**config.mk**
```make
export PLATFORM = sky130hd
export DESIGN_NAME = if_fetch_unit
export DESIGN_NICKNAME = d
export VERILOG_FILES = /design/src/rtl/if_fetch_unit.sv
export SDC_FILE = /design/constraint.sdc
export NUM_CORES = 1
export LEC_CHECK = 0
export CAP_MARGIN = 0
export CORE_MARGIN = 2
export CORE_UTILIZATION = 45
export CTS_CLUSTER_SIZE = 24
export DETAILED_ROUTE_END_ITERATION = 8
export PLACE_DENSITY_LB_ADDON = 0.25
export SLEW_MARGIN = 0
export SYNTH_ARGS = -nofsm -noshare
export SYNTH_HDL_FRONTEND = slang
export SYNTH_SLANG_ARGS = --single-unit
```
**constraint.sdc**
```tcl
create_clock -name clk -period 8.1 [get_ports clk]
set_clock_uncertainty 0.1 [all_clocks]
set_input_delay 0.81 -clock clk [delete_from_list [all_inputs] [get_ports clk]]
set_output_delay 0.81 -clock clk [all_outputs]
set_load 0.005 [all_outputs]
```
**src/rtl/if_fetch_unit.sv**
```systemverilog
// Instruction-fetch stage: owns the PC, fetches over a req/ack handshake into a small
// FIFO whose head feeds ID, and handles ID stalls plus branch redirects with one delay slot.
module if_fetch_unit #(
    parameter logic [31:0] RESET_PC   = 32'h0000_0000,
    parameter int          FBUF_DEPTH = 2
) (
    input  logic        clk,
    input  logic        rst_n,
    output logic        imem_req,
    output logic [31:0] imem_addr,
    input  logic        imem_ack,
    input  logic [31:0] imem_rdata,
    input  logic        cu_wpcir,
    input  logic        cu_branch,
    input  logic [31:0] ID_new_pc,
    output logic [31:0] if_inst,
    output logic [31:0] if_pc4,
    output logic        if_valid,
    output logic [3:0]  IF_ins_type,
    output logic [3:0]  IF_ins_number
);
    localparam logic [2:0] DEPTH = 3'(FBUF_DEPTH);

    // Storage is sized for the largest depth; only the first FBUF_DEPTH slots are used.
    logic [31:0] inst_mem [4];
    logic [31:0] pc4_mem  [4];
    logic [3:0]  type_mem [4];
    logic [3:0]  seq_mem  [4];

    logic [1:0]  rd_ptr_q, rd_ptr_d, wr_ptr_q, wr_ptr_d;
    logic [2:0]  count_q, count_d;
    logic [31:0] pc_q, pc_d, addr_q, addr_d, pend_pc_q, pend_pc_d;
    logic        req_q, req_d, stale_q, stale_d, pend_q, pend_d;
    logic [3:0]  seq_q, seq_d, last_num_q, last_num_d;

    logic        head_valid, accept, branch_take, ack_ev, flush, push, redir_now, keep_req;
    logic [31:0] target, redir_pc, pc_base;

    function automatic logic [1:0] ptr_inc(input logic [1:0] p);
        return (p == 2'(FBUF_DEPTH - 1)) ? 2'd0 : p + 2'd1;
    endfunction

    function automatic logic [3:0] inst_class(input logic [31:0] w);
        case (w[31:26])
            6'b000000:            return 4'd1;
            6'b100011:            return 4'd2;
            6'b101011:            return 4'd3;
            6'b000100, 6'b000101: return 4'd4;
            6'b000010, 6'b000011: return 4'd5;
            default:              return 4'd6;
        endcase
    endfunction

    always_comb begin
        head_valid  = (count_q != 3'd0);
        accept      = head_valid && !cu_wpcir;
        branch_take = cu_branch && !cu_wpcir;
        target      = ID_new_pc & 32'hFFFF_FFFC;
        ack_ev      = req_q && imem_ack;
        // A taken branch with a head present consumes the delay slot now: drop the rest.
        flush       = branch_take && head_valid;
        push        = ack_ev && !stale_q && !flush;
        // Without a head, the next instruction that lands is the delay slot; redirect then.
        redir_now   = flush || (push && (pend_q || branch_take));
        redir_pc    = branch_take ? target : pend_pc_q;
        pc_base     = redir_now ? redir_pc : pc_q;
        keep_req    = req_q && !ack_ev;

        rd_ptr_d = rd_ptr_q;
        wr_ptr_d = wr_ptr_q;
        count_d  = count_q;
        if (flush) begin
            rd_ptr_d = 2'd0;
            wr_ptr_d = 2'd0;
            count_d  = 3'd0;
        end else begin
            if (push)   wr_ptr_d = ptr_inc(wr_ptr_q);
            if (accept) rd_ptr_d = ptr_inc(rd_ptr_q);
            count_d = count_q + {2'b00, push} - {2'b00, accept};
        end

        pend_d    = redir_now ? 1'b0 : (branch_take ? 1'b1 : pend_q);
        pend_pc_d = branch_take ? target : pend_pc_q;
        // A request redirected away while in flight keeps its address; its data is dropped.
        stale_d   = ack_ev ? 1'b0 : (stale_q || (flush && req_q));
        seq_d     = seq_q + {3'b000, push};
        last_num_d = head_valid ? seq_mem[rd_ptr_q] : last_num_q;

        req_d  = 1'b0;
        addr_d = addr_q;
        pc_d   = pc_base;
        if (keep_req) begin
            req_d = 1'b1;
        end else if (count_d < DEPTH) begin
            req_d  = 1'b1;
            addr_d = pc_base;
            pc_d   = pc_base + 32'd4;
        end
    end

    always_ff @(posedge clk or negedge rst_n) begin
        if (!rst_n) begin
            rd_ptr_q   <= 2'd0;
            wr_ptr_q   <= 2'd0;
            count_q    <= 3'd0;
            pc_q       <= RESET_PC;
            addr_q     <= 32'd0;
            pend_pc_q  <= 32'd0;
            req_q      <= 1'b0;
            stale_q    <= 1'b0;
            pend_q     <= 1'b0;
            seq_q      <= 4'd0;
            last_num_q <= 4'd0;
        end else begin
            rd_ptr_q   <= rd_ptr_d;
            wr_ptr_q   <= wr_ptr_d;
            count_q    <= count_d;
            pc_q       <= pc_d;
            addr_q     <= addr_d;
            pend_pc_q  <= pend_pc_d;
            req_q      <= req_d;
            stale_q    <= stale_d;
            pend_q     <= pend_d;
            seq_q      <= seq_d;
            last_num_q <= last_num_d;
        end
    end

    always_ff @(posedge clk) begin
        if (push) begin
            inst_mem[wr_ptr_q] <= imem_rdata;
            pc4_mem[wr_ptr_q]  <= addr_q + 32'd4;
            type_mem[wr_ptr_q] <= inst_class(imem_rdata);
            seq_mem[wr_ptr_q]  <= seq_q;
        end
    end

    assign imem_req      = req_q;
    assign imem_addr     = addr_q;
    assign if_valid      = head_valid;
    assign if_inst       = head_valid ? inst_mem[rd_ptr_q] : 32'd0;
    assign if_pc4        = head_valid ? pc4_mem[rd_ptr_q]  : 32'd0;
    assign IF_ins_type   = head_valid ? type_mem[rd_ptr_q] : 4'd0;
    assign IF_ins_number = head_valid ? seq_mem[rd_ptr_q]  : last_num_q;

endmodule

```
==> metrics.md <==
| Metric | Value |
|---|---|
| Status | finished clean |
| Reg2Reg Depth | 14 |
| H-tree level count | 2 |
| Share of cells above drive strength 1 | 14.3% |
| Total power | 7.02 mW |
| Cells resized by post-CTS repair | 0 |
| Clock tree buffer depth | 3 |
| WL/cell | 19.6 um |
| Mapped Area | 16600 um2 |
| Worst vdd ir | 0.000162 V |
| Period minus WS final | 4.86 ns |
| Most frequent cells in the layout | edfxtp_1 (284), clkdlybuf4s50_1 (170), nand2_1 (123) |
| Min-delay worst type | in2async |
| Required @ worst endpoint | 8.40 ns |
| Num CTS Buffers | 42 |
| Avg Cell Area, Syn | 15.4 um2 |
| Async SR Flop Fraction | 28.6% |
| Startpoint types | primary input |
| Remaining DRCs | 0 |
| Yosys Warn Count | 0 |
| Hpwl dp | 21.5 mm |
| Port buffer count | 171 |
| Starting Density | 45.6% |
| Final WL | 34.4 mm |
| Grt total ovfl | 0 |
| Leak Pwr | 7.21 nW |
| Fillcell total | 2977 |
| Most common cell after layout, fill and taps aside | edfxtp_1 |
| Synthesized instance count | 1080 |
| Post-synth cell types | 58 |
| Final ANT Viol Nets | 0 |
| Final hold viol count | 0 |
| Detailed-route via count | 9258 |
| Routability cong. | 0.852 |
| Die ar. | 38500 um2 |
| CTS root buf | clkbuf_16 |
| Area contributors post-synth | edfxtp_1 (51%), dfrtp_1 (17%), mux4_2 (9.6%) |
| Io pins | 175 |
| Final setup fails | 0 |
| Hold-fix buffers, CTS | 0 |
| Net Count, Synth | 1156 |
| Clock tree sinks | 398 |
| Synth Flop Type | edfxtp_1 |
| Worst-Margin Slew | 1.12 ns |
| CTS tree | built |
| Starting DRT DRC Count | 499 |
| Cell taking the most area after synthesis | edfxtp_1 |
| Vias in the first global route | 9665 |
| Clock-pin slew on the worst setup and hold paths | 0.06 ns |
| Max Slew Vio Count | 0 |
| Critical path class | in2reg |
| Top-area cell type share of the netlist area | 51.3% |
| EDFF count, synth | 284 |
| Worst r2r src | count_q[1] |
| Post-CTS setup buffer count | 0 |
| CP Max Fanout | 39 |
| TNS Setup | 0 ns |
| First-pass GRT wire length | 54.3 mm |
| Vias per std cell | 5.25 |
| Core footprint | 36500 um2 |
| Total GRT Usage | 18.2% |
| RSZ-0062 raised after global routing | no |
| Slew margin rel. | 25.1% |
| Pwr/cell area | 348 nW/um2 |
| Die H | 196 um |
| Register area share after synthesis | 68.4% |
| P&R area growth vs syn | 21.3% |
| Ant. Diodes | 0 |
| Synthesized flop and latch total | 398 |
| Max-cap violations | 0 |
| Final period utilization | 60.0% |
| Crit path capture type | flip-flop |
| FMAX | 206 MHz |
| Largest net degree at the start of global routing | 73 |
| Critical path arrival | 5.16 ns |
| Initial antenna violation count | 0 |
| 1st-pass router iterations | 4 |
| Row cnt | 70 |
| Clock latency on the worst-skew pair | 0.54 ns |
| Reg2Reg Setup Slack | 3.39 ns |
| Die Width | 196 um |
| RR Endpoint | pc_q[14] |
| Final nets | 1337 |
-- registers in the layout, indices dropped and copies added (netlist names) --
name / cells
count_q: 3
wr_ptr_q: 2
seq_mem: 16
imem_addr: 32
pc_q: 32
type_mem: 12
pc4_mem: 128
imem_req: 1
stale_q: 1
last_num_q: 4
rd_ptr_q: 2
pend_pc_q: 32
inst_mem: 128
pend_q: 1
seq_q: 4
-- synth_stat cells, types with 22 or more instances --
library cell	number
dfrtp_1	114
clkbuf_1	33
nor2_1	34
edfxtp_1	284
o21ai_0	49
mux4_2	71
nand3_1	33
mux2i_1	24
and2_1	68
inv_1	26
mux2_2	22
nand2_1	123
xnor2_1	47
-- logic make-up (layout without fill, tap and decap cells) --
| group | count (synthesis) | count (layout) | synth area share (%) |
|---|---|---|---|
| flip-flops | 398 | 398 | 68.4 |
| AO/OA/AOI/OAI | 88 | 88 | 3.09 |
| XOR/XNOR | 63 | 63 | 3.41 |
| multiplexers | 117 | 117 | 12.5 |
| buffers and inverters | 76 | 290 | 1.84 |
| AND/OR/NAND/NOR | 330 | 330 | 10.1 |
| other | 1 | 1 | 0.0225 |
| adder cells (fa/ha/maj) | 7 | 7 | 0.572 |
-- critical path: stages --
cell and delay (ns):
clkdlybuf4s50_1 0.51, and3b_1 0.31, o21ai_0 0.27, ha_1 0.37, inv_1 0.04, ha_1 0.18
fa_1 0.37, xor3_1 0.23, a22oi_1 0.11, nand2b_1 0.17, buf_4 0.24, or4b_4 0.58
or3_1 0.59, nand2b_1 0.24, xnor2_1 0.13
-- metrics by stage --
step	util, %	cell area [um2]	hold WS (ns)	setup slack [ns]	std cells
after floorplan	-	16600	0.322	0.189	1080
after global placement	51.7	18900	0.333	2.73	1685
after detailed placement	51.7	18900	0.338	2.70	1685
after CTS	55.3	20200	0.254	3.25	1762
after global routing	55.3	20200	0.306	2.99	1762
final	55.3	20200	0.241	3.24	1762
-- worst max-delay path by stage --
stage | startpoint | slack (ns) | to
2_1_floorplan | cu_wpcir | 0.19 | inst_mem[2][0]
3_3_place_gp | imem_ack | 2.73 | pc_q[14]
3_5_place_dp | imem_ack | 2.70 | pc_q[14]
4_1_cts | imem_ack | 3.25 | pc_q[14]
5_1_grt | imem_ack | 2.99 | pc_q[14]
6_report | imem_ack | 3.24 | pc_q[14]
-- per-layer routing --
layer | share of wire, % | up-vias | GRT usage, % | wire, um
met5 | 0 | - | 0 | 0
met4 | 2.0 | 0 | 4.74 | 705
met3 | 3.6 | 53 | 2.73 | 1250
met2 | 48 | 196 | 30.1 | 16700
met1 | 46 | 4622 | 25.4 | 15800
li1 | - | 4387 | - | -
-- area by class of cell --
| type | instances | area, um2 | share of cell area [%] |
|---|---|---|---|
| flip-flops and latches | 398 | 11400 | 56.4 |
| well taps | 468 | 586 | 2.90 |
| inverters | 27 | 101 | 0.502 |
| multi-input cells | 606 | 4980 | 24.7 |
| clock inverters | 16 | 143 | 0.707 |
| clock buffers | 61 | 1160 | 5.76 |
| repair buffers | 186 | 1820 | 9.02 |
-- power by group --
group / switching (mW) / internal (mW) / total [mW]
registers: 0.307 / 2.66 / 2.97
logic: 1.05 / 1.19 / 2.24
clock network: 0.750 / 1.06 / 1.81
total: 2.11 / 4.91 / 7.02
Note: power is estimated with default switching activity, not from simulation.
